**config.mk**
```make
export PLATFORM = sky130hd
export DESIGN_NAME = muldiv_unit
export DESIGN_NICKNAME = d
export VERILOG_FILES = /design/src/rtl/muldiv_unit.sv
export SDC_FILE = /design/constraint.sdc
export NUM_CORES = 1
export LEC_CHECK = 0
export BUFFER_PORTS_ARGS = -buffer_cell sky130_fd_sc_hd__buf_2
export CAP_MARGIN = 20
export CELL_PAD_IN_SITES_DETAIL_PLACEMENT = 0
export CELL_PAD_IN_SITES_GLOBAL_PLACEMENT = 1
export CORE_UTILIZATION = 40
export CTS_BUF_LIST = sky130_fd_sc_hd__clkbuf_8
export DETAILED_ROUTE_END_ITERATION = 7
export GPL_TIMING_DRIVEN = 0
export PLACE_DENSITY_LB_ADDON = 0.1
export SLEW_MARGIN = 20
export SYNTH_ARGS = -nofsm -noshare
export SYNTH_HDL_FRONTEND = slang
export SYNTH_SLANG_ARGS = --single-unit
```
**constraint.sdc**
```tcl
create_clock -name clk -period 5.9 [get_ports clk]
set_input_delay 0.295 -clock clk [delete_from_list [all_inputs] [get_ports clk]]
set_output_delay 0.295 -clock clk [all_outputs]
set_load 0.02 [all_outputs]
```
**src/rtl/muldiv_unit.sv**
```systemverilog
// Iterative RV32M multiply/divide unit: shift-add multiplier and restoring divider,
// one bit per clock, writing its result back to the register file in a single-cycle pulse.
module muldiv_unit #(
    parameter int WIDTH = 32
) (
    input  logic             clk,
    input  logic             rst,
    input  logic             start,
    input  logic [2:0]       funct3,
    input  logic [WIDTH-1:0] RD1,
    input  logic [WIDTH-1:0] RD2,
    input  logic [4:0]       rd_addr,
    output logic             busy,
    output logic             done,
    output logic             WE3,
    output logic [4:0]       AD3,
    output logic [WIDTH-1:0] WD3
);

    localparam int CW = $clog2(WIDTH);
    localparam logic [CW-1:0] LAST = CW'(WIDTH - 1);

    typedef enum logic [1:0] {
        IDLE = 2'd0,
        CALC = 2'd1,
        DONE = 2'd2
    } state_t;

    state_t state_r, state_nxt;

    logic [CW-1:0]      cnt_r;
    logic [2:0]         op_r;
    logic [4:0]         rd_r;
    logic [WIDTH-1:0]   a_r;
    logic [WIDTH-1:0]   b_r;
    logic [2*WIDTH-1:0] acc_r;
    logic               neg_res_r;
    logic               neg_rem_r;
    logic               div0_r;
    logic               ovf_r;

    logic               a_sgn_s;
    logic               b_sgn_s;
    logic [WIDTH:0]     sum_s;
    logic [WIDTH:0]     shifted_s;
    logic [WIDTH:0]     diff_s;
    logic [2*WIDTH-1:0] acc_nxt_s;
    logic [2*WIDTH-1:0] prod_s;
    logic [WIDTH-1:0]   quo_s;
    logic [WIDTH-1:0]   rem_s;
    logic [WIDTH-1:0]   result_s;

    function automatic logic [WIDTH-1:0] abs_val(input logic [WIDTH-1:0] x, input logic sgn);
        if (sgn && x[WIDTH-1]) begin
            abs_val = -x;
        end else begin
            abs_val = x;
        end
    endfunction

    // a is signed for MULH/MULHSU/DIV/REM, b for MULH/DIV/REM
    assign a_sgn_s = (funct3 == 3'b001) || (funct3 == 3'b010) || (funct3 == 3'b100) || (funct3 == 3'b110);
    assign b_sgn_s = (funct3 == 3'b001) || (funct3 == 3'b100) || (funct3 == 3'b110);

    // State register
    always_ff @(posedge clk or posedge rst) begin
        if (rst) begin
            state_r <= IDLE;
        end else begin
            state_r <= state_nxt;
        end
    end

    // Next-state logic
    always_comb begin
        state_nxt = state_r;
        case (state_r)
            IDLE: begin
                if (start) begin
                    state_nxt = CALC;
                end else begin
                    state_nxt = IDLE;
                end
            end
            CALC: begin
                if (cnt_r == LAST) begin
                    state_nxt = DONE;
                end else begin
                    state_nxt = CALC;
                end
            end
            DONE:    state_nxt = IDLE;
            default: state_nxt = IDLE;
        endcase
    end

    // One iteration step; acc holds {hi, lo} for multiply and {remainder, quotient} for divide
    always_comb begin
        sum_s     = {1'b0, acc_r[2*WIDTH-1:WIDTH]} + (acc_r[0] ? {1'b0, b_r} : {(WIDTH+1){1'b0}});
        shifted_s = {acc_r[2*WIDTH-1:WIDTH], acc_r[WIDTH-1]};
        diff_s    = shifted_s - {1'b0, b_r};
        if (op_r[2]) begin
            if (!diff_s[WIDTH]) begin
                acc_nxt_s = {diff_s[WIDTH-1:0], acc_r[WIDTH-2:0], 1'b1};
            end else begin
                acc_nxt_s = {shifted_s[WIDTH-1:0], acc_r[WIDTH-2:0], 1'b0};
            end
        end else begin
            acc_nxt_s = {sum_s, acc_r[WIDTH-1:1]};
        end
    end

    // Sign correction and special-case override of the final iteration's value
    always_comb begin
        prod_s = neg_res_r ? -acc_nxt_s : acc_nxt_s;
        quo_s  = acc_nxt_s[WIDTH-1:0];
        rem_s  = acc_nxt_s[2*WIDTH-1:WIDTH];
        case (op_r)
            3'b000:                 result_s = prod_s[WIDTH-1:0];
            3'b001, 3'b010, 3'b011: result_s = prod_s[2*WIDTH-1:WIDTH];
            3'b100, 3'b101: begin
                if (div0_r) begin
                    result_s = {WIDTH{1'b1}};
                end else if (ovf_r) begin
                    result_s = {1'b1, {(WIDTH-1){1'b0}}};
                end else begin
                    result_s = neg_res_r ? -quo_s : quo_s;
                end
            end
            3'b110, 3'b111: begin
                if (div0_r) begin
                    result_s = a_r;
                end else if (ovf_r) begin
                    result_s = {WIDTH{1'b0}};
                end else begin
                    result_s = neg_rem_r ? -rem_s : rem_s;
                end
            end
            default: result_s = {WIDTH{1'b0}};
        endcase
    end

    // Operand capture, iteration, and registered writeback outputs
    always_ff @(posedge clk or posedge rst) begin
        if (rst) begin
            cnt_r     <= {CW{1'b0}};
            op_r      <= 3'd0;
            rd_r      <= 5'd0;
            a_r       <= {WIDTH{1'b0}};
            b_r       <= {WIDTH{1'b0}};
            acc_r     <= {(2*WIDTH){1'b0}};
            neg_res_r <= 1'b0;
            neg_rem_r <= 1'b0;
            div0_r    <= 1'b0;
            ovf_r     <= 1'b0;
            busy      <= 1'b0;
            done      <= 1'b0;
            WE3       <= 1'b0;
            AD3       <= 5'd0;
            WD3       <= {WIDTH{1'b0}};
        end else begin
            case (state_r)
                IDLE: begin
                    if (start) begin
                        op_r      <= funct3;
                        rd_r      <= rd_addr;
                        a_r       <= RD1;
                        b_r       <= abs_val(RD2, b_sgn_s);
                        acc_r     <= {{WIDTH{1'b0}}, abs_val(RD1, a_sgn_s)};
                        cnt_r     <= {CW{1'b0}};
                        neg_res_r <= (a_sgn_s & RD1[WIDTH-1]) ^ (b_sgn_s & RD2[WIDTH-1]);
                        neg_rem_r <= a_sgn_s & RD1[WIDTH-1];
                        div0_r    <= (RD2 == {WIDTH{1'b0}});
                        ovf_r     <= funct3[2] && !funct3[0] &&
                                     (RD1 == {1'b1, {(WIDTH-1){1'b0}}}) && (RD2 == {WIDTH{1'b1}});
                        busy      <= 1'b1;
                    end
                end
                CALC: begin
                    acc_r <= acc_nxt_s;
                    cnt_r <= cnt_r + CW'(1);
                    if (cnt_r == LAST) begin
                        done <= 1'b1;
                        WE3  <= (rd_r != 5'd0);
                        AD3  <= rd_r;
                        WD3  <= result_s;
                    end
                end
                default: begin
                    busy <= 1'b0;
                    done <= 1'b0;
                    WE3  <= 1'b0;
                    AD3  <= 5'd0;
                    WD3  <= {WIDTH{1'b0}};
                end
            endcase
        end
    end

endmodule
```
Word-level counts from Yosys, hierarchy flattened
Cells that the tools add are included.
W data, S select, Z words.

word-level totals
  output and inout bits = 40
  memories = 0
  latch bits = 0
  word-level logic and storage cells = 99
  memory bits (read-only) = 0
  memory bits (writable) = 0
  bits in registers = 187
  input port bits = 75

operators by class
  shift-type cells = 0
  bitwise gates (word level) = 5
  $mul = 0
  muxes and demuxes = 30
  order comparisons = 0
  eq/ne operators = 17
  reduce and logical (&&, ||, !) cells = 23
  $add $sub $neg = 8
  div/mod/pow operators = 0

operators by type and width
  kind                    count
  $mux W32                10
  $mux W64                4
  $neg A32 Y32            4
  $pmux W32 S4            1
  $pmux W64 S2            1
  $eq A32 B32 Y1 const B  2
  $neg A64 Y64            1
  $pmux W32 S2            1
  $add A32 B32 Y33        1
  $sub A33 B32 Y33        1
  $logic_not A32 Y1       1
  $pmux W5 S2             2
  $eq A3 B3 Y1 const B    6
  $mux W5                 2
  $eq A3 B2 Y1 const B    3
  $reduce_and A2 Y1       4
  $eq A3 B1 Y1 const B    2
  $pmux W1 S2             3
  $add A5 B1 Y5 const B   1
  $eq A5 B5 Y1 const B    1
  $logic_and A1 B1 Y1     5
  $logic_or A1 B1 Y1      5
  $reduce_bool A5 Y1      1
  $mux W1                 4
  13 further kinds        17

Longest topological paths before layout
  word-level depth = 10
  gate-level depth with buffers = 26

Worst setup path after synthesis
No wires, ideal clock.

  path type = register to register
  from = reg acc_r[31]
  to = reg WD3[28]
  data arrival time = 4,991 ps
  path slack = 775 ps
  cell stages (with the launch flop) = 26
  path through = dfrtp_1 inv_1 ha_1 fa_1 nand2b_1 a21oi_2 o2111ai_1 a31o_2 a21oi_2 buf_6 nor3_1 a21oi_1 ha_1 nor3b_1 o221ai_1 nor3_1 and2_1 nand2b_1 nand2b_1 or2_2 buf_1 clkbuf_1 nor4_1 a41oi_1 mux2i_1 o211ai_1

between the ends
  word-level cells in the longest chain between the ends = 10
  elaborated cells between the ends (all ways) = 16

ends and longest elaborated chain
  item                                    RTL line  text
  start, declared                         36        logic [2*WIDTH-1:0] acc_r;
  start signal, assigned                  151       acc_r <= {(2*WIDTH){1'b0}};
  start signal, assigned                  169       acc_r <= {{WIDTH{1'b0}}, abs_val(RD1, a_sgn_s)};
  start signal, assigned                  180       acc_r <= acc_nxt_s;
  $sub A33 B32 Y33                        101       diff_s = shifted_s - {1'b0, b_r};
  $mux W64                                103       if (!diff_s[WIDTH]) begin
  $mux W64 *                              102       if (op_r[2]) begin
  $neg A32 Y32, on equally long branches  136, 127
  $mux W32, on equally long branches      136, 127
  $mux W32, on equally long branches      133, 124
  $mux W32, on equally long branches      131, 122
  $pmux W32 S4 *                          118       case (op_r)
  $mux W32 *                              182       if (cnt_r == LAST) begin
  $pmux W32 S2 *                          162       case (state_r)
  end signal, assigned                    160       WD3 <= {WIDTH{1'b0}};
  end signal, assigned                    186       WD3 <= result_s;
  end signal, assigned                    194       WD3 <= {WIDTH{1'b0}};
  end, declared                           17        output logic [WIDTH-1:0] WD3

Mark *: on every way between the ends. The rest lies on a longest branch, timed or not. The select of a mux whose other input is x is not followed.
A chain may end at the register's enable or synchronous reset.

Final worst setup path
  from = reg op_r[2]
  to = reg WD3[8]

between the ends
  word-level cells in the longest chain between the ends = 8
  elaborated cells between the ends (all ways) = 25

ends and longest elaborated chain
  item                                    RTL line  text
  start, declared                         32        logic [2:0] op_r;
  start signal, assigned                  165       op_r <= funct3;
  $mux W64                                102
  $neg A32 Y32, on equally long branches  136, 127
  $mux W32, on equally long branches      136, 127
  $mux W32, on equally long branches      133, 124
  $mux W32, on equally long branches      131, 122
  $pmux W32 S4 *                          118
  $mux W32 *                              182
  $pmux W32 S2 *                          162

Marks and branches as above.

==> metrics.txt <==
Top delay family on crit path buffers and inverters; cell repeated most along the worst path buf_2; Slowest-stage cell, CP clkbuf_1; H-tree depth 4; clk_skew 24.58 ps; clk root buf clkbuf_8; Setup crit end kind register; critical path, cell by cell buf_2, buf_2, buf_2, buf_2, buf_2, buf_2, buf_2, buf_2, buf_2, clkbuf_1, a31oi_1, xnor2_1, a221oi_2, o21ai_0; Post-Syn Nets 2,393; Area contributors post-synth dfrtp_1, nand2_1, o21ai_0; CTS tree built; status finished, final reports clean; number of global-route vias before repair 17.31k; flop2flop setup slack between 20 and 25 ps; final hold violation count 0; Worst EP arrival ~6300 ps; GRT Total Usage 0.3622; period utilization 0.9966; max_slew headroom 0.2420; hold depth 3; sequential-to-total area share from yosys stat 0.2718; Placer Congestion a little under 1; drc violations 0; crit start category register; IO Port Bufs about 110; row count between 70 and 80; min-delay worst type primary input to register; CP bufs+invs 10; slowest stage delay, CP 590 ps; Max Freq 170.1 MHz; Chip Width 209.5 um; ys async rst share 1.000; Setup WS post-layout 20.17 ps; origin of the critical flop-to-flop path op_r[2]; Clock Path Buffers 2; worst-path fanout max 19; initial core utilization 0.4077; EDFF count, synth 0; hold endpoint a_r[16]; remaining antenna violation count 0; synthesized flop and latch total 187; Nets roughly 2.6k; layout cells sized above 1 0.1207; Synth top area share 0.2718; DP Worst Slack -1601 ps; half-perimeter wire length after placement 63.59 mm; worst skew pair latency 580 ps; RR Endpoint WD3[8]; Yosys cell types 100; Setup Viol. Count Final 0; die area 43,880 sq um; area growth from synthesis to layout 13.78%; via count 18.50k; DRT iter0 DRCs 1,919; residual overflow from global routing 0; post-synthesis cell count about 2.2k; Reg2Reg Depth 14; dominant cell type by area after synthesis dfrtp_1; Mapped Avg Cell Area roughly 7.7 sq um; global-route wire length before repair roughly 120 mm; number of max-cap violations 0; cts bufs inserted 17; vias per cell 6.217; WL/cell 26.73 um; initial antenna violation count 3; Final Critical Period 5880 ps; Antenna diodes 0; hold path start RD1[16]; most common flop cell mapped by yosys dfrtp_1; Synthesis Warnings 0; CP Depth 14; Final Slew Violations 0; Top Ports 115; Die Y 209.5 um; largest net degree at the start of global routing 96; CP Class register to register; setup_tns 0 ps; first-pass iteration count of the detailed router 7; worst-margin pin slew 1128 ps; Syn Std Cell Area 17,220 sq um; CP Data Required Time 6340 ps; Core ar. 42,230 sq um; clock-pin slew on the worst setup and hold paths 120 ps; CTS Sinks 187; final WL 79.53 mm
## metal layers
metal	vias to the layer above	wire, um	global-route usage
met5	-	0	0
met4	0	2003	0.1123
met3	99	8842	0.1224
met2	850	33640	0.5299
met1	9036	35050	0.5000
li1	8512	-	-
## synthesized netlist by cell type, types with 11 or more instances
cell and count:
o221ai_1 42, a21o_1 24, nand3_1 66, nand2b_1 24, mux2i_1 38, o21ai_1 11, nor2_1 140, a31oi_1 23
dfrtp_1 187, o21a_1 11, clkbuf_1 97, or3_1 20, ha_1 70, nor3_1 52, a22o_1 19, o31ai_1 31
xnor2_1 106, nand4_1 23, nand2_1 380, and3_1 15, nor4_1 14, a221oi_1 26, and2_1 48, buf_2 28
inv_1 67, a211oi_1 19, o21ai_0 202, o211ai_1 17, xor2_1 83, a21oi_1 163
## placed cells by master, fill, tap and decap left out, types with 19 or more instances in the layout
master,netlist,routed
a21o_1,24,24
a21oi_1,163,159
a221oi_1,26,23
a22o_1,19,19
a31oi_1,23,23
and2_1,48,47
buf_2,28,141
clkbuf_1,97,92
clkbuf_8,0,19
dfrtp_1,187,173
dlygate4sd3_1,0,30
ha_1,70,65
inv_1,67,66
mux2i_1,38,38
nand2_1,380,380
nand2b_1,24,22
nand3_1,66,66
nand4_1,23,23
nor2_1,140,139
nor3_1,52,48
o21ai_0,202,200
o221ai_1,42,41
o31ai_1,31,31
or3_1,20,20
xnor2_1,106,106
xor2_1,83,83
## worst min-delay path: cells and delay by family
family | cells | cell delay (ps)
buf+inv | 1 | 120
simple gates | 2 | 180
## flip-flops by register name, summed over array words and instances (netlist names), 3 cells and up
| signal | flops |
|---|---|
| a_r | 32 |
| cnt_r | 5 |
| WD3 | 32 |
| AD3 | 5 |
| rd_r | 5 |
| acc_r | 64 |
| b_r | 32 |
| op_r | 3 |
## cell families (layout without fill, tap and decap cells)
kind of cell    Yosys count  after routing  synth area share
compound gates          703            703            0.2723
xor+xnor                189            189           0.09615
fa+ha+maj                72             72           0.05320
buf+inv                 206            396           0.04804
flops                   187            187            0.2718
mux                      45             45           0.02667
simple gates            844            844            0.2318
## metrics by stage
step / cell area [sq um] / std cells / hold WS, ps / utilization
after floorplan: 17220 / 2246 / 400.4 / -
after global placement: 18460 / 2899 / 456.7 / 0.4372
after detailed placement: 18510 / 2900 / 453.8 / 0.4384
after CTS: 19400 / 2965 / 9.790 / 0.4595
after global routing: 19590 / 2975 / 47.71 / 0.4639
final: 19590 / 2975 / 57.32 / 0.4639
## worst max-delay path by stage
stage,from,endpoint,slack [ps]
6_report,op_r[2],WD3[8],20
5_1_grt,b_r[23],WD3[28],-70
4_1_cts,acc_r[31],WD3[28],10
3_5_place_dp,acc_r[31],WD3[8],-1600
3_3_place_gp,rst,b_r[24],-2030
2_1_floorplan,rst,AD3[0],520
## final cells by class
type                            count  area, sq um
Sequential cell                   187         4697
Clock inverter                     13        178.9
Fill cell                        4358        22640
Buffer                            135        578.1
Inverter                           68        262.8
Tap cell                          539        674.4
Clock buffer                       19        261.5
Multi-Input combinational cell   1853        11920
Timing Repair Buffer              161         1018
## timing repair
| action | CTS | global route |
|---|---|---|
| endpoints found under the hold margin | 123 | 0 |
| setup endpoints to repair | 22 | 20 |
| pin swaps | 6 | 12 |
| setup buffers | 6 | 10 |
| resized for setup | 26 | 33 |
| hold buffers | 30 | 0 |
Power is not shown: default switching activity piles up to over one toggle a cycle in this logic, so the estimate is an artifact.
